===== config.mk =====
export PLATFORM = sky130hd
export DESIGN_NAME = fetch_unit_flat
export DESIGN_NICKNAME = d
export VERILOG_FILES = /design/src/rtl/riscv_pkg.sv /design/src/rtl/fetch_unit_if.sv /design/src/rtl/fetch_queue.sv /design/src/rtl/fetch_unit.sv /design/src/flat_wrapper.sv
export SDC_FILE = /design/constraint.sdc
export NUM_CORES = 1
export LEC_CHECK = 0
export ABC_AREA = 1
export BUFFER_PORTS_ARGS = -buffer_cell sky130_fd_sc_hd__clkbuf_2
export CAP_MARGIN = 20
export CELL_PAD_IN_SITES_DETAIL_PLACEMENT = 1
export CELL_PAD_IN_SITES_GLOBAL_PLACEMENT = 1
export CORE_UTILIZATION = 30
export DETAILED_ROUTE_END_ITERATION = 8
export PLACE_DENSITY_LB_ADDON = 0.1
export SLEW_MARGIN = 5
export SYNTH_ARGS = -nofsm -noshare
export SYNTH_HDL_FRONTEND = slang
export SYNTH_HIERARCHICAL = 1
export SYNTH_SLANG_ARGS = --single-unit
export TNS_END_PERCENT = 50

===== constraint.sdc =====
create_clock -name clk -period 5.9 [get_ports clk]
set_input_delay 0.295 -clock clk [delete_from_list [all_inputs] [get_ports clk]]
set_output_delay 0.295 -clock clk [all_outputs]
set_load 0.02 [all_outputs]

===== src/rtl/riscv_pkg.sv =====
// Shared fetch-stage types: FSM state encoding, queue entry layout and the
// filler instruction used for fault entries.
package riscv_pkg;

   typedef enum logic [1:0] {
      StIdle,
      StWait,
      StDrain,
      StFault
   } fetch_state_t;

   typedef struct packed {
      logic [31:0] pc;
      logic [31:0] instr;
      logic        fault;
   } fetch_entry_t;

   localparam logic [31:0] NOP_INSTR = 32'h0000_0013;

endpackage


===== src/rtl/fetch_unit_if.sv =====
// Fetch-stage bus: PC coupling, instruction-memory request/response and the
// decode-facing valid/ready channel.
interface fetch_unit_if;

   logic [31:0] pc_address;
   logic        pc_advance;
   logic        flush;

   logic        imem_req;
   logic [31:0] imem_addr;
   logic        imem_gnt;
   logic        imem_rvalid;
   logic [31:0] imem_rdata;

   logic        out_valid;
   logic        out_ready;
   logic [31:0] out_instr;
   logic [31:0] out_pc;
   logic        out_fault;

   modport master (
      input  pc_address, flush, imem_gnt, imem_rvalid, imem_rdata, out_ready,
      output pc_advance, imem_req, imem_addr, out_valid, out_instr, out_pc, out_fault
   );

   modport slave (
      output pc_address, flush, imem_gnt, imem_rvalid, imem_rdata, out_ready,
      input  pc_advance, imem_req, imem_addr, out_valid, out_instr, out_pc, out_fault
   );

endinterface


===== src/rtl/fetch_queue.sv =====
// Registered FIFO of fetched entries; clear dominates push and pop, and a
// push is accepted at full when a pop happens in the same cycle.
module fetch_queue
   import riscv_pkg::*;
#(
   parameter int unsigned DEPTH = 2
) (
   input  logic                     clk,
   input  logic                     reset,
   input  logic                     push,
   input  fetch_entry_t             push_data,
   input  logic                     pop,
   input  logic                     clear,
   output fetch_entry_t             head,
   output logic [$clog2(DEPTH):0]   count,
   output logic                     full,
   output logic                     empty
);

   localparam int unsigned PtrW = $clog2(DEPTH);
   localparam int unsigned CntW = PtrW + 1;

   fetch_entry_t          mem [DEPTH];
   logic [PtrW-1:0]       wr_ptr_q, rd_ptr_q;
   logic [CntW-1:0]       count_q;
   logic                  do_push, do_pop;

   assign count   = count_q;
   assign empty   = (count_q == '0);
   assign full    = (count_q == CntW'(DEPTH));
   assign do_pop  = pop && !empty && !clear;
   assign do_push = push && (!full || do_pop) && !clear;
   assign head    = mem[rd_ptr_q];

   always_ff @(posedge clk or posedge reset) begin
      if (reset) begin
         wr_ptr_q <= '0;
         rd_ptr_q <= '0;
         count_q  <= '0;
      end else if (clear) begin
         wr_ptr_q <= '0;
         rd_ptr_q <= '0;
         count_q  <= '0;
      end else begin
         if (do_push) wr_ptr_q <= wr_ptr_q + 1'b1;
         if (do_pop)  rd_ptr_q <= rd_ptr_q + 1'b1;
         count_q <= count_q + CntW'(do_push) - CntW'(do_pop);
      end
   end

   // Storage needs no reset: outputs are qualified by the count.
   always_ff @(posedge clk) begin
      if (do_push) mem[wr_ptr_q] <= push_data;
   end

endmodule


===== src/rtl/fetch_unit.sv =====
// Instruction fetch stage: one outstanding memory request, responses buffered
// in a small queue toward decode, redirects discard in-flight and queued work.
module fetch_unit
   import riscv_pkg::*;
#(
   parameter int unsigned DEPTH = 2
) (
   input logic          clk,
   input logic          reset,
   fetch_unit_if.master bus
);

   localparam int unsigned CntW = $clog2(DEPTH) + 1;

   fetch_state_t     state_q, state_d;
   logic [31:0]      pend_pc_q, pend_pc_d;
   logic             aligned, space_free, issue;
   logic             fsm_push, q_push, q_pop, q_full, q_empty;
   logic [CntW-1:0]  q_count;
   fetch_entry_t     push_entry, head;

   assign aligned    = (bus.pc_address[1:0] == 2'b00);
   // The outstanding request's slot is reserved by issuing only below DEPTH.
   assign space_free = (q_count < CntW'(DEPTH));
   assign issue      = !reset && (state_q == StIdle) && !bus.flush && aligned && space_free;

   assign bus.imem_req   = issue;
   assign bus.imem_addr  = bus.pc_address;
   assign bus.pc_advance = issue && bus.imem_gnt;

   always_comb begin
      state_d    = state_q;
      pend_pc_d  = pend_pc_q;
      fsm_push   = 1'b0;
      push_entry = '{pc: bus.pc_address, instr: NOP_INSTR, fault: 1'b1};
      unique case (state_q)
         StIdle: begin
            if (!bus.flush && space_free) begin
               if (aligned) begin
                  if (bus.imem_gnt) begin
                     pend_pc_d = bus.pc_address;
                     state_d   = StWait;
                  end
               end else begin
                  fsm_push = 1'b1;
                  state_d  = StFault;
               end
            end
         end
         StWait: begin
            if (bus.flush) begin
               state_d = bus.imem_rvalid ? StIdle : StDrain;
            end else if (bus.imem_rvalid) begin
               fsm_push   = 1'b1;
               push_entry = '{pc: pend_pc_q, instr: bus.imem_rdata, fault: 1'b0};
               state_d    = StIdle;
            end
         end
         StDrain: begin
            if (bus.imem_rvalid) state_d = StIdle;
         end
         StFault: begin
            if (bus.flush) state_d = StIdle;
         end
         default: state_d = StIdle;
      endcase
   end

   always_ff @(posedge clk or posedge reset) begin
      if (reset) begin
         state_q   <= StIdle;
         pend_pc_q <= '0;
      end else begin
         state_q   <= state_d;
         pend_pc_q <= pend_pc_d;
      end
   end

   assign q_pop  = bus.out_valid && bus.out_ready;
   assign q_push = fsm_push && (!q_full || q_pop);

   fetch_queue #(
      .DEPTH(DEPTH)
   ) u_queue (
      .clk      (clk),
      .reset    (reset),
      .push     (q_push),
      .push_data(push_entry),
      .pop      (q_pop),
      .clear    (bus.flush),
      .head     (head),
      .count    (q_count),
      .full     (q_full),
      .empty    (q_empty)
   );

   assign bus.out_valid = !q_empty;
   assign bus.out_pc    = q_empty ? 32'h0 : head.pc;
   assign bus.out_instr = q_empty ? 32'h0 : head.instr;
   assign bus.out_fault = !q_empty && head.fault;

endmodule

===== src/flat_wrapper.sv =====
// flat-port wrapper written by rule: the top's interface ports become plain ports
module fetch_unit_flat import riscv_pkg::*;
#(
   parameter int unsigned DEPTH = 2
)
  (clk, reset, bus_pc_address, bus_flush, bus_imem_gnt, bus_imem_rvalid, bus_imem_rdata, bus_out_ready, bus_pc_advance, bus_imem_req, bus_imem_addr, bus_out_valid, bus_out_instr, bus_out_pc, bus_out_fault);
  fetch_unit_if bus_i ();
  input logic clk;
  input logic reset;
  input wire logic [$bits(bus_i.pc_address)-1:0] bus_pc_address;
  input wire logic [$bits(bus_i.flush)-1:0] bus_flush;
  input wire logic [$bits(bus_i.imem_gnt)-1:0] bus_imem_gnt;
  input wire logic [$bits(bus_i.imem_rvalid)-1:0] bus_imem_rvalid;
  input wire logic [$bits(bus_i.imem_rdata)-1:0] bus_imem_rdata;
  input wire logic [$bits(bus_i.out_ready)-1:0] bus_out_ready;
  output wire logic [$bits(bus_i.pc_advance)-1:0] bus_pc_advance;
  output wire logic [$bits(bus_i.imem_req)-1:0] bus_imem_req;
  output wire logic [$bits(bus_i.imem_addr)-1:0] bus_imem_addr;
  output wire logic [$bits(bus_i.out_valid)-1:0] bus_out_valid;
  output wire logic [$bits(bus_i.out_instr)-1:0] bus_out_instr;
  output wire logic [$bits(bus_i.out_pc)-1:0] bus_out_pc;
  output wire logic [$bits(bus_i.out_fault)-1:0] bus_out_fault;
  assign bus_i.pc_address = bus_pc_address;
  assign bus_i.flush = bus_flush;
  assign bus_i.imem_gnt = bus_imem_gnt;
  assign bus_i.imem_rvalid = bus_imem_rvalid;
  assign bus_i.imem_rdata = bus_imem_rdata;
  assign bus_i.out_ready = bus_out_ready;
  assign bus_pc_advance = bus_i.pc_advance;
  assign bus_imem_req = bus_i.imem_req;
  assign bus_imem_addr = bus_i.imem_addr;
  assign bus_out_valid = bus_i.out_valid;
  assign bus_out_instr = bus_i.out_instr;
  assign bus_out_pc = bus_i.out_pc;
  assign bus_out_fault = bus_i.out_fault;
  fetch_unit #(.DEPTH(DEPTH)) u_core (.clk(clk), .reset(reset), .bus(bus_i));
endmodule

Yosys cells after proc, flatten, opt, wreduce, memory -nomap -nowiden
Memory sizes are Yosys's and may differ from the RTL's.
Cells that the tools add are included.
- bits in registers: 38
- RAM bits: 130
- input bits: 70
- output and inout port bits: 100
- logic and storage cells: 69
- memories: 1
- add/sub/neg operators: 4
- order comparisons: 1
- eq/ne operators: 7
- multiplexer cells: 25
- reductions and logical operators: 26
- memories (name ; depth ; width ; read ports ; clocked after Yosys merged registers in ; write ports ; RTL line ; source):
    u_core.u_queue.mem ; 2 ; 65 ; 1 ; 0 ; 1 ; fetch_queue.sv:23 ; fetch_entry_t mem [DEPTH];
- operators with widths (kind ; number):
    $mux 65 ; 3
    $mux 32 ; 2
    $mux 2 ; 8
    $logic_and 1x1->1 ; 13
    $mux 1 ; 10
    $pmux 2 s4 ; 1
    $eq 2x2->1 const B ; 3
    $logic_not 2->1 ; 3
    $logic_not 1->1 ; 4
    $ne 2x2->1 const B ; 2
    $reduce_and 4->1 ; 1
    $reduce_bool 2->1 ; 2
    $ne 3x3->1 const B ; 1
    $reduce_and 3->1 ; 1
    $add 1x1->1 const B ; 2
    $add 2x1->2 ; 1
    $eq 2x1->1 const B ; 1
    $logic_or 1x1->1 ; 2
    $lt 2x2->1 const B ; 1
    $pmux 1 s2 ; 1
    $sub 2x1->2 ; 1

Longest topological paths before layout
- word-level depth: 11
- mapped depth: 13

Hierarchy
Netlist, hierarchy kept.
- modules (own cells, without submodules) (module ; times used ; cells an instance ; area an instance (um^2)):
    fetch_queue ; 1 ; 374 ; 5002.3
    fetch_unit ; 1 ; 473 ; 2896.5

Least setup slack after synthesis
Ideal clock, no wire load.
- path kind: flip-flop to flip-flop
- start point: register u_core.state_q[1]
- end point: memory u_core/u_queue/mem[1][0] (netlist bit), enable pin
- library setup time: 488 ps
- arrival: 3922 ps
- path slack: 1490 ps
- stages on the path, launching flop included: 7
- buffers on the path: 1
- period minus slack after synthesis: 4410 ps
- cells stage by stage: dfrtp_1 nor2_1 nand2_2 clkbuf_1 a22oi_1 nand3_1 nor2_1
- longest elaborated chain between the ends: 7
- elaborated cells on any way between the ends: 8
- those cells by class: eq/ne (1); mux (3); reduce/logical (4)
- ends and longest elaborated chain (item ; RTL line ; source):
    from (decl) ; fetch_unit.sv:15 ; fetch_state_t state_q, state_d;
    from (signal assigned) ; fetch_unit.sv:71 ; state_q <= StIdle;
    from (signal assigned) ; fetch_unit.sv:74 ; state_q <= state_d;
    $eq 2x1->1 or $logic_not 2->1 (tied branches) ; fetch_unit.sv:36 ; unique case (state_q)
    $pmux 1 s2 * ; fetch_unit.sv:36 ;
    $logic_and 1x1->1 * ; fetch_unit.sv:80 ; assign q_push = fsm_push && (!q_full || q_pop);
    named net u_core.q_push ; fetch_unit.sv:18 ; logic fsm_push, q_push, q_pop, q_full, q_empty;
    $logic_and 1x1->1 * (2 in a row) ; fetch_queue.sv:32 ; assign do_push = push && (!full || do_pop) && !clear;
    $mux 1 * ; fetch_queue.sv:53 ; if (do_push) mem[wr_ptr_q] <= push_data;
    $mux 1 (implied by the code) * ; fetch_queue.sv:53 ;
    to (decl) ; fetch_queue.sv:23 ;
Mark *: on every way through the listed nets, which the timed path passes. The rest lies on a longest branch.

Worst setup path after layout
- start point: register u_core.state_q[1]
- end point: memory u_core/u_queue/mem[1][11] (netlist bit), enable pin
The elaborated chain is that of the path after synthesis.

==> flow_results.xml <==
<?xml version="1.0" encoding="UTF-8"?>
<metrics>
  <group name="critical_path">
    <metric name="r2r.worst_path.cells" unit="">6</metric>
    <metric name="cp-end-kind" unit="">flip-flop</metric>
    <metric name="worst_path_max_delay_cell" unit="">sky130_fd_sc_hd__nor2_4</metric>
    <metric name="setup_crit_end" unit="">u_core/u_queue/mem[1][11]</metric>
    <metric name="worst_r2r_setup_slack" unit="ns">2.51</metric>
    <metric name="worst-endpoint-required" unit="ns">6.00</metric>
    <metric name="rr_endpoint" unit="">u_core/u_queue/mem[1][11]</metric>
    <metric name="cp-start-kind" unit="">flip-flop</metric>
    <metric name="critical_path.max_fanout" unit="">99</metric>
    <metric name="crit_path_cell_trace" unit="">nor2_1 -&gt; nand2_4 -&gt; a22oi_1 -&gt; nand3_1 -&gt; nor2_4 -&gt; buf_4</metric>
    <metric name="crit_family" unit="">simple AND/OR/NAND/NOR gates</metric>
    <metric name="timing.critical_path.buf_inv" unit="">1</metric>
    <metric name="critical_path_cell_count" unit="">6</metric>
    <metric name="critical_path_arrival" unit="ns">3.49</metric>
    <metric name="criticalPathCategory" unit="">reg -&gt; reg</metric>
    <metric name="reg2reg_from" unit="">u_core/state_q[1]</metric>
    <metric name="worst_path_largest_cell_delay" unit="ns">0.69</metric>
    <metric name="critPathLaunch" unit="">u_core/state_q[1]</metric>
  </group>
  <group name="timing">
    <metric name="skew" unit="ns">0.0114</metric>
    <metric name="achievable-frequency" unit="MHz">295</metric>
    <metric name="setup_tns" unit="ns">0</metric>
    <metric name="setup_viol_count_final" unit="">0</metric>
    <metric name="tightestPinTransition" unit="ns">1.04</metric>
    <metric name="period_share" unit="%">57.5</metric>
    <metric name="report.final.slew_viol_count" unit="">0</metric>
    <metric name="rsz0062_at_grt" unit="">no</metric>
    <metric name="slew-limit-headroom" unit="%">30.4</metric>
    <metric name="min_period" unit="ns">3.39</metric>
    <metric name="finalHoldViolations" unit="">0</metric>
  </group>
  <group name="detailed_routing">
    <metric name="dr.pass1.iters" unit="">4</metric>
    <metric name="detail_route.wl_per_cell" unit="um">13.8</metric>
    <metric name="drt-total-wl" unit="um">18200</metric>
    <metric name="drt-vias-per-instance" unit="">4.17</metric>
    <metric name="dr_total_vias" unit="">5505</metric>
    <metric name="drt.antenna.violating_nets" unit="">0</metric>
    <metric name="drc" unit="">0</metric>
    <metric name="first_iter_violations" unit="">197</metric>
  </group>
  <group name="run_status">
    <metric name="status" unit="">finished clean</metric>
  </group>
  <group name="grt">
    <metric name="number_of_global_route_vias_before_repair" unit="">5420</metric>
    <metric name="globalRoute.totalOverflow" unit="">0</metric>
    <metric name="antenna_violations_before_repair" unit="">0</metric>
    <metric name="globalRouteMet3Util" unit="%">3.01</metric>
    <metric name="track_usage" unit="%">14.1</metric>
    <metric name="globalRouteMet2Util" unit="%">23.2</metric>
    <metric name="gr-usage-met1" unit="%">18.8</metric>
    <metric name="wire_length_of_the_first_global_routing_pass" unit="um">28700</metric>
    <metric name="pin_count_of_the_biggest_net_entering_global_routing" unit="">100</metric>
    <metric name="grt_busiest_layer" unit="">met2</metric>
  </group>
  <group name="logic_synthesis">
    <metric name="synth_warnings" unit="">6</metric>
    <metric name="post_synth_num_cell_types" unit="">27</metric>
    <metric name="synth.net_count" unit="">919</metric>
    <metric name="netlist_area" unit="um2">7900</metric>
    <metric name="yosys_register_bits" unit="">168</metric>
    <metric name="synthesis.instances" unit="">847</metric>
    <metric name="post_synth.cell_area_avg" unit="um2">9.33</metric>
    <metric name="yosysSeqAreaShare" unit="%">61.5</metric>
  </group>
  <group name="worst_hold_path">
    <metric name="hp-class" unit="">in -&gt; reg</metric>
    <metric name="timing.hold.worst.start" unit="">bus_pc_address[10]</metric>
  </group>
  <group name="placement">
    <metric name="hpwl_detailed" unit="um">11900</metric>
    <metric name="gp_congestion" unit="">0.697</metric>
    <metric name="place_area" unit="um2">8740</metric>
    <metric name="io_buffers" unit="">169</metric>
  </group>
  <group name="cells_and_area">
    <metric name="filler_cell_count" unit="">3070</metric>
    <metric name="final_layout_size_suffix_gt1_share" unit="%">25.1</metric>
    <metric name="n_antenna_cell" unit="">0</metric>
    <metric name="finish.net_count" unit="">1045</metric>
    <metric name="syn2layout_area_growth" unit="%">18.7</metric>
    <metric name="post-route-cell-area" unit="um2">9380</metric>
  </group>
  <group name="clock_network">
    <metric name="cts_inserted_buffers" unit="">17</metric>
    <metric name="clkSlewWorstSetupHoldPaths" unit="ns">0.07</metric>
    <metric name="tritoncts" unit="">built</metric>
    <metric name="clock_latency" unit="ns">0.42</metric>
    <metric name="cts.htree.levels" unit="">4</metric>
    <metric name="tritoncts_num_sinks" unit="">168</metric>
    <metric name="number_of_buffers_on_the_longest_clock_path" unit="">2</metric>
    <metric name="root_buffer" unit="">sky130_fd_sc_hd__clkbuf_16</metric>
    <metric name="postCtsResizedCells" unit="">0</metric>
    <metric name="post-cts-setup-buffer-count" unit="">0</metric>
  </group>
  <group name="floorplanning">
    <metric name="fp.dieArea" unit="um2">27000</metric>
    <metric name="num_io_pins" unit="">170</metric>
    <metric name="floorplan.core_area" unit="um2">25900</metric>
    <metric name="floorplan.initialDensity" unit="%">30.5</metric>
    <metric name="die_width" unit="um">164</metric>
    <metric name="die_boundary_height" unit="um">164</metric>
    <metric name="rows" unit="">59</metric>
  </group>
  <group name="power">
    <metric name="power.density_cell_area" unit="nW/um2">377</metric>
    <metric name="switching_fraction" unit="%">29.8</metric>
    <metric name="max-vdd-ir-drop" unit="mV">0.174</metric>
    <metric name="leakagePower" unit="nW">4.63</metric>
    <metric name="p_int" unit="mW">2.48</metric>
    <metric name="switching_power_of_the_nets" unit="mW">1.05</metric>
    <metric name="power.clock.fraction" unit="%">33.2</metric>
    <metric name="share_comb_of_total_power" unit="%">22.4</metric>
    <metric name="sequentialPowerShare" unit="%">44.4</metric>
  </group>
  <group name="run">
    <metric name="drv.max_cap_violation_count" unit="">0</metric>
  </group>
</metrics>
## layer usage
layer	part of all wire, %	wire length, um
met1	48	8690
met3	4.6	837
met2	47	8530
met4	1.0	187
met5	0	0
## cell usage in the layout (no fill, tap or decap), types with 6 or more instances in the layout
cell / count
sky130_fd_sc_hd__o21ai_0: 35
sky130_fd_sc_hd__clkbuf_2: 169
sky130_fd_sc_hd__dfrtp_1: 37
sky130_fd_sc_hd__clkbuf_16: 17
sky130_fd_sc_hd__nand2_1: 274
sky130_fd_sc_hd__edfxtp_1: 130
sky130_fd_sc_hd__inv_1: 138
sky130_fd_sc_hd__o21ai_2: 28
sky130_fd_sc_hd__buf_4: 6
sky130_fd_sc_hd__nor2_1: 106
## how the worst min path moves through the flow
| stage | end | slack [ns] | depth (start not counted) |
|---|---|---|---|
| floorplan | u_core/u_queue/count[0] | 0.06 | 1 |
| global placement | u_core/u_queue/count[1] | 0.24 | 2 |
| detailed placement | u_core/u_queue/count[1] | 0.25 | 2 |
| CTS | u_core/pend_pc_q[10] | 0.09 | 3 |
| global route | u_core/pend_pc_q[10] | 0.11 | 3 |
| finish | u_core/pend_pc_q[10] | 0.11 | 3 |
## cell usage after synthesis
| library cell | count | area share (%) |
|---|---|---|
| sky130_fd_sc_hd__nand2_1 | 274 | 13 |
| sky130_fd_sc_hd__nand3b_1 | 1 | 0.095 |
| sky130_fd_sc_hd__xnor2_1 | 1 | 0.11 |
| sky130_fd_sc_hd__or2_1 | 3 | 0.24 |
| sky130_fd_sc_hd__clkbuf_1 | 9 | 0.43 |
| sky130_fd_sc_hd__dfrtp_1 | 38 | 12 |
| sky130_fd_sc_hd__nor2_1 | 107 | 5.1 |
| sky130_fd_sc_hd__edfxtp_1 | 130 | 49 |
| sky130_fd_sc_hd__xor2_1 | 1 | 0.11 |
| sky130_fd_sc_hd__buf_6 | 9 | 1.3 |
| sky130_fd_sc_hd__o21ai_2 | 28 | 3.1 |
| sky130_fd_sc_hd__buf_1 | 4 | 0.19 |
| sky130_fd_sc_hd__nand3_1 | 2 | 0.13 |
| sky130_fd_sc_hd__buf_2 | 8 | 0.51 |
| sky130_fd_sc_hd__inv_2 | 2 | 0.095 |
| sky130_fd_sc_hd__nand4_1 | 1 | 0.079 |
| sky130_fd_sc_hd__ha_1 | 2 | 0.32 |
| sky130_fd_sc_hd__o21ai_0 | 35 | 2.2 |
| sky130_fd_sc_hd__nor3_1 | 2 | 0.13 |
| sky130_fd_sc_hd__a21oi_1 | 2 | 0.13 |
| sky130_fd_sc_hd__nand2_2 | 4 | 0.32 |
| sky130_fd_sc_hd__inv_1 | 141 | 6.7 |
| sky130_fd_sc_hd__nand3_2 | 1 | 0.13 |
| sky130_fd_sc_hd__nor2_2 | 1 | 0.079 |
| sky130_fd_sc_hd__a22oi_1 | 1 | 0.095 |
| sky130_fd_sc_hd__buf_4 | 39 | 3.7 |
| sky130_fd_sc_hd__nor2_8 | 1 | 0.25 |
## cell families after synthesis
group,after synthesis,synth area share (%)
flip-flops,168,61.5
adder cells (fa/ha/maj),2,0.317
AND/OR/NAND/NOR,397,19.5
buffers and inverters,212,12.9
XOR/XNOR,2,0.222
AO/OA/AOI/OAI,66,5.54
## per-stage QoR
| stage | utilization, % | instances | setup WS (ns) | hold slack [ns] | power [mW] |
|---|---|---|---|---|---|
| after floorplan | - | 847 | 1.49 | 0.0611 | 2.17 |
| after global placement | 33.7 | 1288 | 2.45 | 0.244 | 2.38 |
| after detailed placement | 33.7 | 1288 | 2.35 | 0.252 | 2.41 |
| after CTS | 36.2 | 1321 | 2.37 | 0.0902 | 3.59 |
| after global routing | 36.2 | 1321 | 2.14 | 0.108 | 3.75 |
| final | 36.2 | 1321 | 2.51 | 0.109 | 3.53 |
## tightest hold or removal path, stage by stage
cell,delay [ns]
sky130_fd_sc_hd__clkbuf_2,0.10
sky130_fd_sc_hd__nand2_1,0.06
sky130_fd_sc_hd__o21ai_2,0.05
## flip-flops by register name, indices dropped and copies added, names as in the netlist
register,flops
u_core/state_q,2
u_core/u_queue/wr_ptr_q,1
u_core/u_queue/count,2
u_core/pend_pc_q,32
u_core/u_queue/rd_ptr_q,1
u_core/u_queue/mem,130
## timing repair
item | CTS | global route
setup endpoints to repair | 0 | 0
hold endpoints to repair | 4 | 0
hold buffers | 1 | 0
## layout make-up
type	count	area, um2	area share (%)
flip-flops and latches	168	4860	51.8
well taps	335	419	4.47
repair buffers	176	901	9.61
clock buffers	18	429	4.58
clock inverters	14	198	2.11
inverters	143	538	5.74
multi-input cells	467	2040	21.7
## power by group through the flow
stage	sequential, mW	combinational (mW)	clock (mW)
floorplan	1.58	0.582	0
global placement	1.59	0.798	0
detailed placement	1.60	0.812	0
CTS	1.57	0.815	1.21
global route	1.59	0.908	1.25
finish	1.57	0.791	1.17
Note: power is estimated with default switching activity, not from simulation.
